## config.mk

```make
export PLATFORM = sky130hd
export DESIGN_NAME = vram_fill_arbiter
export DESIGN_NICKNAME = d
export VERILOG_FILES = /design/src/rtl/vram_arb_pkg.sv /design/src/rtl/fill_engine.sv /design/src/rtl/vram_fill_arbiter.sv
export SDC_FILE = /design/constraint.sdc
export NUM_CORES = 1
export LEC_CHECK = 0
export ABC_AREA = 0
export CORE_MARGIN = 2
export CORE_UTILIZATION = 53
export CTS_CLUSTER_DIAMETER = 50
export DETAILED_ROUTE_END_ITERATION = 16
export PLACE_DENSITY_LB_ADDON = 0.1
export SYNTH_ARGS = -nofsm -noshare
export SYNTH_HDL_FRONTEND = slang
export SYNTH_SLANG_ARGS = --single-unit
```

## constraint.sdc

```tcl
create_clock -name CLK -period 10.2 [get_ports CLK]
set_clock_uncertainty 0.05 [all_clocks]
set_input_delay 1.02 -clock CLK [delete_from_list [all_inputs] [get_ports CLK]]
set_output_delay 1.02 -clock CLK [all_outputs]
set_load 0.03 [all_outputs]
```

## src/rtl/vram_arb_pkg.sv

```systemverilog
// Shared constants and state encodings for the VRAM port-B arbiter and its fill engine.
package vram_arb_pkg;

    localparam int FIELD_W = 10;

    localparam logic [11:0] CTRL_ADDR  = 12'hA00;
    localparam logic [11:0] BASE_ADDR  = 12'hA01;
    localparam logic [11:0] COUNT_ADDR = 12'hA02;
    localparam logic [11:0] FILL_ADDR  = 12'hA03;

    localparam int CTRL_START = 0;
    localparam int CTRL_BUSY  = 1;
    localparam int CTRL_DONE  = 2;

    typedef enum logic {CPU_IDLE, CPU_RD_WAIT} cpu_state_t;
    typedef enum logic {FILL_IDLE, FILL_RUN} fill_state_t;

endpackage

```

## src/rtl/fill_engine.sv

```systemverilog
// Constant-word fill over a wrapping VRAM range; one word per granted cycle.
// Requests port B whenever running and simply holds its pointer while not granted.
module fill_engine
    import vram_arb_pkg::*;
#(
    parameter int VRAM_WORDS = 600
) (
    input  logic               clk,
    input  logic               rst,
    input  logic               start,
    input  logic               clr_done,
    input  logic               gnt,
    input  logic [FIELD_W-1:0] base,
    input  logic [FIELD_W-1:0] count,
    input  logic [31:0]        fill,
    output logic               req,
    output logic               done,
    output logic [FIELD_W-1:0] wr_addr,
    output logic [31:0]        wr_data
);
    localparam logic [FIELD_W-1:0] WORDS = FIELD_W'(VRAM_WORDS);
    localparam logic [FIELD_W-1:0] LAST  = FIELD_W'(VRAM_WORDS - 1);

    fill_state_t        state;
    logic [FIELD_W-1:0] ptr;
    logic [FIELD_W-1:0] remaining;
    logic [FIELD_W-1:0] eff_count;
    logic [FIELD_W-1:0] eff_base;
    logic               done_set;

    // Out-of-range setup is clamped rather than rejected so software always gets a DONE.
    assign eff_count = (count > WORDS) ? WORDS : count;
    assign eff_base  = (base >= WORDS) ? '0 : base;

    assign done_set = ((state == FILL_IDLE) && start && (eff_count == '0)) ||
                      ((state == FILL_RUN) && gnt && (remaining == FIELD_W'(1)));

    always_ff @(posedge clk or posedge rst) begin
        if (rst) begin
            state     <= FILL_IDLE;
            ptr       <= '0;
            remaining <= '0;
            done      <= 1'b0;
        end else begin
            done <= done_set | (done & ~clr_done);
            if (state == FILL_IDLE) begin
                if (start && (eff_count != '0)) begin
                    ptr       <= eff_base;
                    remaining <= eff_count;
                    state     <= FILL_RUN;
                end
            end else if (gnt) begin
                ptr       <= (ptr == LAST) ? '0 : ptr + 1'b1;
                remaining <= remaining - 1'b1;
                if (remaining == FIELD_W'(1)) begin
                    state <= FILL_IDLE;
                end
            end
        end
    end

    assign req     = (state == FILL_RUN);
    assign wr_addr = ptr;
    assign wr_data = fill;

endmodule

```

## src/rtl/vram_fill_arbiter.sv

```systemverilog
// Shares VRAM port B between Avalon CPU accesses and the fill engine; CPU has priority
// unless the engine has been starved STARVE_MAX cycles. Writes are zero-wait, reads take one wait state.
module vram_fill_arbiter
    import vram_arb_pkg::*;
#(
    parameter int ADDR_W     = 12,
    parameter int VRAM_WORDS = 600,
    parameter int STARVE_MAX = 4
) (
    input  logic              CLK,
    input  logic              RESET,
    input  logic              AVL_CS,
    input  logic              AVL_READ,
    input  logic              AVL_WRITE,
    input  logic [ADDR_W-1:0] AVL_ADDR,
    input  logic [3:0]        AVL_BYTE_EN,
    input  logic [31:0]       AVL_WRITEDATA,
    output logic [31:0]       AVL_READDATA,
    output logic              AVL_WAITREQUEST,
    output logic [ADDR_W-1:0] RAM_ADDR,
    output logic [3:0]        RAM_BYTE_EN,
    output logic [31:0]       RAM_WDATA,
    output logic              RAM_WREN,
    output logic              RAM_RDEN,
    input  logic [31:0]       RAM_Q,
    output logic              FILL_DONE_IRQ
);
    localparam int SW = $clog2(STARVE_MAX + 1);

    cpu_state_t         cpu_state;
    logic [SW-1:0]      starve;
    logic [FIELD_W-1:0] base;
    logic [FIELD_W-1:0] count;
    logic [31:0]        fill;
    logic [31:0]        rd_hold;
    logic [31:0]        reg_val;
    logic [31:0]        eng_data;
    logic [FIELD_W-1:0] eng_addr;
    logic               rd_from_ram;
    logic               eng_req, eng_gnt, cpu_req, cpu_gnt, done;
    logic               cpu_idle, is_vram, is_ctrl, is_base, is_count, is_fill;
    logic               reg_wr, reg_rd, start, clr_done;

    assign cpu_idle = (cpu_state == CPU_IDLE);
    assign is_vram  = (AVL_ADDR < ADDR_W'(VRAM_WORDS));
    assign is_ctrl  = (AVL_ADDR == ADDR_W'(CTRL_ADDR));
    assign is_base  = (AVL_ADDR == ADDR_W'(BASE_ADDR));
    assign is_count = (AVL_ADDR == ADDR_W'(COUNT_ADDR));
    assign is_fill  = (AVL_ADDR == ADDR_W'(FILL_ADDR));

    // While a read is completing the CPU holds its strobe, so it must not re-request the port.
    assign cpu_req = cpu_idle & AVL_CS & (AVL_READ | AVL_WRITE) & is_vram;
    assign eng_gnt = eng_req & (~cpu_req | (starve == SW'(STARVE_MAX)));
    assign cpu_gnt = cpu_req & ~eng_gnt;

    assign reg_wr   = cpu_idle & AVL_CS & AVL_WRITE & ~is_vram;
    assign reg_rd   = cpu_idle & AVL_CS & AVL_READ & ~AVL_WRITE & ~is_vram;
    assign start    = reg_wr & is_ctrl & AVL_WRITEDATA[CTRL_START];
    assign clr_done = reg_wr & is_ctrl & AVL_WRITEDATA[CTRL_DONE];

    always_comb begin
        reg_val = '0;
        if (is_ctrl) begin
            reg_val[CTRL_BUSY] = eng_req;
            reg_val[CTRL_DONE] = done;
        end else if (is_base) begin
            reg_val[FIELD_W-1:0] = base;
        end else if (is_count) begin
            reg_val[FIELD_W-1:0] = count;
        end else if (is_fill) begin
            reg_val = fill;
        end
    end

    fill_engine #(
        .VRAM_WORDS(VRAM_WORDS)
    ) u_fill (
        .clk      (CLK),
        .rst      (RESET),
        .start    (start),
        .clr_done (clr_done),
        .gnt      (eng_gnt),
        .base     (base),
        .count    (count),
        .fill     (fill),
        .req      (eng_req),
        .done     (done),
        .wr_addr  (eng_addr),
        .wr_data  (eng_data)
    );

    always_ff @(posedge CLK or posedge RESET) begin
        if (RESET) begin
            cpu_state   <= CPU_IDLE;
            rd_from_ram <= 1'b0;
            rd_hold     <= '0;
            starve      <= '0;
            base        <= '0;
            count       <= '0;
            fill        <= '0;
        end else begin
            starve <= (!eng_req || eng_gnt) ? '0 : starve + 1'b1;
            if (reg_wr && !eng_req) begin
                if (is_base)  base  <= AVL_WRITEDATA[FIELD_W-1:0];
                if (is_count) count <= AVL_WRITEDATA[FIELD_W-1:0];
                if (is_fill)  fill  <= AVL_WRITEDATA;
            end
            if (!cpu_idle) begin
                cpu_state <= CPU_IDLE;
            end else if (reg_rd) begin
                cpu_state   <= CPU_RD_WAIT;
                rd_from_ram <= 1'b0;
                rd_hold     <= reg_val;
            end else if (cpu_gnt && !AVL_WRITE) begin
                cpu_state   <= CPU_RD_WAIT;
                rd_from_ram <= 1'b1;
            end
        end
    end

    assign AVL_WAITREQUEST = cpu_idle & ~reg_wr & ~(cpu_gnt & AVL_WRITE);
    assign AVL_READDATA    = cpu_idle ? '0 : (rd_from_ram ? RAM_Q : rd_hold);

    assign RAM_WREN    = eng_gnt | (cpu_gnt & AVL_WRITE);
    assign RAM_RDEN    = cpu_gnt & ~AVL_WRITE;
    assign RAM_ADDR    = eng_gnt ? ADDR_W'(eng_addr) : AVL_ADDR;
    assign RAM_BYTE_EN = eng_gnt ? 4'hF : AVL_BYTE_EN;
    assign RAM_WDATA   = eng_gnt ? eng_data : AVL_WRITEDATA;

    assign FILL_DONE_IRQ = done;

endmodule

```

==> Word level (Yosys, flattened, before mapping) <==
Index checks and enable logic that the tools add are counted.
Widths: inputs -> output; s select.
{ "totals": {"ff_bits": 111, "inputBits": 85, "output_inout_bits": 84, "elab_cells": 109} }
{ "classes": {"add_sub_neg": 3, "order_cmp": 3, "n_eq_ne": 8, "n_mux": 32, "n_bitwise": 31, "n_reduce_logical": 21} }
{ "op_table": {"columns": ["op", "n"], "rows": [
  ["$mux 32", 4],
  ["$mux 10", 11],
  ["$eq 12x12->1 const B", 4],
  ["$mux 22", 2],
  ["$mux 29", 1],
  ["$and 1x1->1", 18],
  ["$lt 12x10->1 const B", 1],
  ["$mux 12", 1],
  ["$reduce_and 2->1", 6],
  ["$add 10x1->10 const B", 1],
  ["$eq 10x1->1 const B", 1],
  ["$eq 10x10->1 const B", 1],
  ["$ge 10x10->1 const B", 1],
  ["$gt 10x10->1 const B", 1],
  ["$logic_not 10->1", 1],
  ["$mux 1", 10],
  ["$reduce_bool 10->1", 1],
  ["$sub 10x1->10 const B", 1],
  ["$not 1->1", 9],
  ["$logic_and 1x1->1", 7],
  ["$mux 4", 1],
  ["$or 1x1->1", 4],
  ["$reduce_bool 2->1", 2],
  ["$add 3x1->3 const B", 1],
  ["6 further kinds", 8]
]} }

==> Logic depth before layout (Yosys ltp) <==
{ "depth": {"depth_word": 13, "depth_mapped": 9, "mapped_depth_nobuf": 7} }

==> Cells and area by module <==
Synthesis repeated with hierarchy kept, for this count alone.
{ "hier_totals": {"cells_unflattened": 668, "area_unflattened_um2": 6867.8} }
{ "modules_own_cells": {"columns": ["mod", "instances", "cells_each", "area_per_inst_um2"], "rows": [
  ["vram_fill_arbiter", 1, 446, 5001.0],
  ["fill_engine", 1, 222, 1866.8]
]} }

==> Worst setup path before layout <==
No wires, ideal clock.
{ "synth_path": {"path_kind": "input -> output", "startpoint": "input port AVL_ADDR[8]", "endpoint": "output port RAM_ADDR[6]", "arrival_ns": 2.643, "t_required_ns": 9.130, "setup_slack_ns": 6.487, "stages": 6, "cell_sequence": "nor4bb_1 o211a_1 o31ai_1 buf_2 clkbuf_1 o21ai_0"} }
{ "synth_between": {"elab_chain_len": 6} }
{ "synth_rtl": {"columns": ["element", "line", "source"], "rows": [
  ["start: declaration", "vram_fill_arbiter.sv:15", "input logic [ADDR_W-1:0] AVL_ADDR,"],
  ["$lt 12x10->1", "vram_fill_arbiter.sv:45", "assign is_vram = (AVL_ADDR < ADDR_W'(VRAM_WORDS));"],
  ["$and 1x1->1", "vram_fill_arbiter.sv:52", "assign cpu_req = cpu_idle & AVL_CS & (AVL_READ | AVL_WRITE) & is_vram;"],
  ["$not 1->1", "vram_fill_arbiter.sv:53", "assign eng_gnt = eng_req & (~cpu_req | (starve == SW'(STARVE_MAX)));"],
  ["$or 1x1->1", "vram_fill_arbiter.sv:53", null],
  ["$and 1x1->1", "vram_fill_arbiter.sv:53", null],
  ["$mux 12", "vram_fill_arbiter.sv:126", "assign RAM_ADDR = eng_gnt ? ADDR_W'(eng_addr) : AVL_ADDR;"],
  ["end: declaration", "vram_fill_arbiter.sv:20", "output logic [ADDR_W-1:0] RAM_ADDR,"]
]} }
No other way between the ends.

==> Final worst setup path <==
{ "layout_path": {"startpoint": "input port AVL_ADDR[3]", "endpoint": "output port AVL_WAITREQUEST"} }
{ "layout_between": {"elab_chain_len": 10, "word_cells_on_any_way": 14} }
{ "layout_rtl": {"columns": ["element", "line", "source"], "rows": [
  ["$lt 12x10->1 *", "vram_fill_arbiter.sv:45", null],
  ["$and 1x1->1", "vram_fill_arbiter.sv:52", null],
  ["$not 1->1", "vram_fill_arbiter.sv:53", null],
  ["$or 1x1->1", "vram_fill_arbiter.sv:53", null],
  ["$and 1x1->1", "vram_fill_arbiter.sv:53", null],
  ["$not 1->1", "vram_fill_arbiter.sv:54", "assign cpu_gnt = cpu_req & ~eng_gnt;"],
  ["$and 1x1->1", "vram_fill_arbiter.sv:54", null],
  ["$and 1x1->1", "vram_fill_arbiter.sv:121", "assign AVL_WAITREQUEST = cpu_idle & ~reg_wr & ~(cpu_gnt & AVL_WRITE);"],
  ["$not 1->1", "vram_fill_arbiter.sv:121", null],
  ["$and 1x1->1 *", "vram_fill_arbiter.sv:121", null],
  ["end: declaration", "vram_fill_arbiter.sv:19", "output logic AVL_WAITREQUEST,"]
]} }
Mark *: on every way between the ends. The rest lies on a longest branch, timed or not.

==> qor_table.md <==
| Stage | Result | This run |
|---|---|---|
| routing | Post-Route WL | 17.9 mm |
| cells and area | NumNets Final | 927 |
| critical path | Worst Path Arrival | 4.17 ns |
| yosys | Share of the yosys chip area belonging to registers | 43.9% |
| clock network | Number of buffers between clock root and the deepest sink | 2 |
| global route | Antenna violations before repair | 0 |
| routing | Antenna-violating nets left | 0 |
| clock network | Insertion delay of the later-clocked pin in the worst-skew pair | 0.35 ns |
| timing | Final total negative setup slack | 0 ns |
| timing | Final hold violation count | 0 |
| power and ir drop | Leak | 3.78 nW |
| cells and area | Final cell utilization of the core | 72.9% |
| timing | Tightest slew margin relative to the limit | 15.1% |
| yosys | Warnings from Yosys | 0 |
| status | Run status | finished, final reports clean |
| global route | Global-route wire length before repair | 29.1 mm |
| critical path | Crit path max fanout | 48 |
| timing | Unrepaired setup endpoints after global routing | no |
| power and ir drop | Areal power density over the cells | 112 mW/mm2 |
| routing | Total number of vias | 5796 |
| yosys | Unique masters post-synth | 51 |
| routing | Router iterations before antenna repair | 5 |
| yosys | Commonest register cell after synthesis | sky130_fd_sc_hd__dfrtp_1 |
| routing | Routed vias/inst | 5.88 |
| global route | Largest net degree at the start of global routing | 65 |
| timing | Peak clock frequency supported by timing | 191 MHz |
| critical path | Worst R2R End | u_fill.wr_addr[5] |
| critical path | Endpoint class of the critical path | output pin |
| min path | Number of stages on the worst hold path | 2 |
| routing | Detailed-route DRC error count | 0 |
| routing | Detail-routed net length per standard cell | 18.2 um |
| yosys | Post-synthesis register bit count | 111 |
| floorplanning | Full die area | 0.0128 mm2 |
| timing | Worst-case hold slack | 0.434 ns |
| yosys | Number of nets produced by synthesis | 784 |
| clock network | Number of buffers created by CTS | 9 |
| clock network | CTS Sinks | 111 |
| timing | Number of max-slew violations in the final report | 0 |
| clock network | Postcts setup bufs | 0 |
| critical path | Worst EP required | 9.13 ns |
| power and ir drop | Worst vdd rail ir drop | 0.0914 mV |
| yosys | Share of flip-flops with an asynchronous set or reset | 100% |
| min path | Type of the worst min-delay path | reg2reg |
| cells and area | Inserted Diodes | 0 |
| cells and area | Fillcell total | 893 |
| job | Max-cap violation count | 0 |
| clock network | Clock transition at the register clock pins on the worst setup and hold paths after CTS | 0.07 ns |
| clock network | Clock Root Buffer | sky130_fd_sc_hd__clkbuf_16 |
| clock network | Count of cells resized by post-cts repair | 0 |
| min path | Hold Crit Endpoint | rd_hold[16] |
| critical path | Startpoint of the worst-slack reg-to-reg timing path | cpu_state |
| timing | Final setup fails | 0 |
| clock network | # H-tree levels | 3 |
| floorplanning | Top-Level Pins | 169 |
| global route | Global-route usage over all layers | 28.3% |
| critical path | Launching element type of the critical path | primary input |
| placed design | Sum of net half-perimeters after detailed placement | 12.5 mm |
| floorplanning | Number of standard-cell rows in the floorplan | 39 |
| yosys | Per-instance average area after synthesis | 9.12 um2 |
| routing | Number of DRC markers after the initial detailed-route iteration | 462 |
| yosys | Syn Std Cell Area | 0.00633 mm2 |
| cells and area | Area delta synth->final | 32.6% |
| timing | Final period util | 51.4% |
| critical path | Setup CP Type | in2out |
| global route | Number of global-route vias before repair | 5817 |
| critical path | Slack of the worst reg-to-reg path | 6.43 ns |
| timing | Post-layout minimum cycle time | 5.24 ns |
| floorplanning | Effective utilization at floorplan | 55.0% |
| clock network | Number of buffers added to fix hold violations after cts | 0 |
| clock network | Clock tree from TritonCTS | yes |
| placed design | Global placement routability congestion | 0.860 |
| floorplanning | Die H | 113 um |
| critical path | Number of cells traversed by the worst register-to-register path | 5 |
| floorplanning | Area of the placeable core | 0.0115 mm2 |
| timing | Transition at the pin with the smallest max-transition slack | 1.27 ns |
| cells and area | Fraction of final layout cells sized beyond drive strength 1 | 11.3% |
| min path | Worst min-delay path startpoint | rd_hold[16] |
| global route | Grt total ovfl | 0 |
| yosys | Number of standard cells after synthesis | 694 |
| floorplanning | Die X-Extent | 113 um |
| yosys | Number of enable-type register cells in the synthesized netlist | 0 |
| placed design | Port Buffers | 168 |
## logic make-up (layout without fill, tap and decap cells)
| kind of cell | Yosys count | in the layout | share of synthesized area (%) |
|---|---|---|---|
| and+or+nand+nor | 293 | 293 | 21.3 |
| adders and majority gates | 5 | 5 | 0.988 |
| buffers and inverters | 62 | 210 | 3.91 |
| DFF | 111 | 111 | 43.9 |
| AOI/OAI and AO/OA | 128 | 128 | 13.3 |
| muxes | 95 | 95 | 16.6 |
## metal layers
metal / share of wire, % / vias up / GRT usage [%]
met5: 0 / - / 0
met4: 1.3 / 0 / 7.80
met3: 7.8 / 25 / 4.77
met2: 48 / 274 / 47.3
met1: 43 / 2786 / 38.4
li1: - / 2711 / -
## area by class of cell
| cell class | instances | area (um2) | share of cell area, % |
|---|---|---|---|
| multi-input cells | 521 | 3340 | 39.8 |
| clock inverters | 4 | 28.8 | 0.343 |
| well taps | 143 | 179 | 2.13 |
| repair buffers | 175 | 1730 | 20.7 |
| inverters | 19 | 73.8 | 0.880 |
| clock buffers | 12 | 256 | 3.06 |
| flip-flops and latches | 111 | 2780 | 33.1 |
## state kept, by name, summed over array words and instances (netlist names)
| register | cells |
|---|---|
| fill | 32 |
| rd_hold | 32 |
| base | 10 |
| count | 10 |
| u_fill.remaining | 10 |
| u_fill.wr_addr | 10 |
| starve | 3 |
| cpu_state | 1 |
| rd_from_ram | 1 |
| u_fill.done | 1 |
| u_fill.req | 1 |
## report_power, final
part | switching, W | leakage [nW] | internal (W)
Clock | 0.000161 | 0.135 | 0.000180
Combinational | 0.0000699 | 2.12 | 0.0000747
Sequential | 0.0000145 | 1.52 | 0.000441
## through the flow
| step | power, W | instance area (um2) | worst slack, ns | cells |
|---|---|---|---|---|
| global route | 0.000975 | 8390 | 4.83 | 985 |
| global placement | 0.000606 | 8110 | 5.04 | 969 |
| finish | 0.000941 | 8390 | 4.96 | 985 |
| floorplan | 0.000534 | 6330 | 6.20 | 694 |
| CTS | 0.000946 | 8390 | 4.95 | 985 |
| detailed placement | 0.000609 | 8110 | 4.97 | 969 |
## critical path: stages
cell	delay, ns
sky130_fd_sc_hd__clkdlybuf4s50_1	0.51
sky130_fd_sc_hd__nor4bb_1	0.32
sky130_fd_sc_hd__o211a_1	0.31
sky130_fd_sc_hd__o31a_2	0.92
sky130_fd_sc_hd__nand2_1	0.17
sky130_fd_sc_hd__a31oi_1	0.20
sky130_fd_sc_hd__clkdlybuf4s50_1	0.70
## layout by cell type, fill, tap and decap left out, types with 3 or more instances in the layout
cell type / count
sky130_fd_sc_hd__a2bb2oi_1: 4
sky130_fd_sc_hd__inv_1: 18
sky130_fd_sc_hd__nor2b_1: 37
sky130_fd_sc_hd__buf_4: 7
sky130_fd_sc_hd__nor4_1: 5
sky130_fd_sc_hd__nor3_1: 13
sky130_fd_sc_hd__nand3_1: 6
sky130_fd_sc_hd__o22ai_1: 11
sky130_fd_sc_hd__dfrtp_1: 110
sky130_fd_sc_hd__clkdlybuf4s50_1: 168
sky130_fd_sc_hd__mux2_2: 60
sky130_fd_sc_hd__clkbuf_16: 9
sky130_fd_sc_hd__nand2_1: 182
sky130_fd_sc_hd__nor2_1: 18
sky130_fd_sc_hd__mux2i_1: 32
sky130_fd_sc_hd__o2bb2ai_1: 9
sky130_fd_sc_hd__nand2b_1: 6
sky130_fd_sc_hd__o21ai_0: 37
sky130_fd_sc_hd__a22oi_1: 15
sky130_fd_sc_hd__nand4_1: 4
sky130_fd_sc_hd__ha_1: 5
sky130_fd_sc_hd__and3_1: 5
sky130_fd_sc_hd__a32oi_1: 3
sky130_fd_sc_hd__o31ai_1: 11
sky130_fd_sc_hd__a21oi_1: 23
## Yosys cell counts (2+ instances only)
cell,number,area share (%)
sky130_fd_sc_hd__nand2_1,182,11
sky130_fd_sc_hd__dfrtp_1,111,44
sky130_fd_sc_hd__mux2_2,60,11
sky130_fd_sc_hd__nor2b_1,37,3.7
sky130_fd_sc_hd__o21ai_0,37,2.9
sky130_fd_sc_hd__clkbuf_1,33,2.0
sky130_fd_sc_hd__mux2i_1,32,5.1
sky130_fd_sc_hd__a21oi_1,23,1.8
sky130_fd_sc_hd__inv_1,19,1.1
sky130_fd_sc_hd__nor2_1,19,1.1
sky130_fd_sc_hd__a22oi_1,15,1.8
sky130_fd_sc_hd__nor3_1,13,1.0
sky130_fd_sc_hd__o31ai_1,12,1.4
sky130_fd_sc_hd__o22ai_1,11,1.1
sky130_fd_sc_hd__o2bb2ai_1,9,1.2
sky130_fd_sc_hd__buf_2,6,0.47
sky130_fd_sc_hd__nand2b_1,6,0.59
sky130_fd_sc_hd__nand3_1,6,0.47
sky130_fd_sc_hd__nor4_1,6,0.59
sky130_fd_sc_hd__and3_1,5,0.49
sky130_fd_sc_hd__ha_1,5,0.99
sky130_fd_sc_hd__a2bb2oi_1,4,0.55
sky130_fd_sc_hd__nand4_1,4,0.40
sky130_fd_sc_hd__a32oi_1,3,0.42
sky130_fd_sc_hd__buf_1,3,0.18
sky130_fd_sc_hd__a211o_1,2,0.28
sky130_fd_sc_hd__a21o_1,2,0.24
sky130_fd_sc_hd__a31oi_1,2,0.20
sky130_fd_sc_hd__and2_1,2,0.20
sky130_fd_sc_hd__mux4_2,2,0.71
sky130_fd_sc_hd__nor3b_1,2,0.24
sky130_fd_sc_hd__o22a_1,2,0.28
## worst max-delay path by stage
stage | startpoint | endpoint | slack, ns | depth (start not counted)
3_5_place_dp | AVL_ADDR[3] | AVL_WAITREQUEST | 4.97 | 7
4_1_cts | AVL_ADDR[3] | AVL_WAITREQUEST | 4.95 | 7
2_1_floorplan | RESET | base[0] | 6.20 | 1
5_1_grt | AVL_ADDR[3] | AVL_WAITREQUEST | 4.83 | 7
6_report | AVL_ADDR[3] | AVL_WAITREQUEST | 4.96 | 7
3_3_place_gp | AVL_ADDR[3] | AVL_WAITREQUEST | 5.04 | 7
Note: power is estimated with default switching activity, not from simulation.
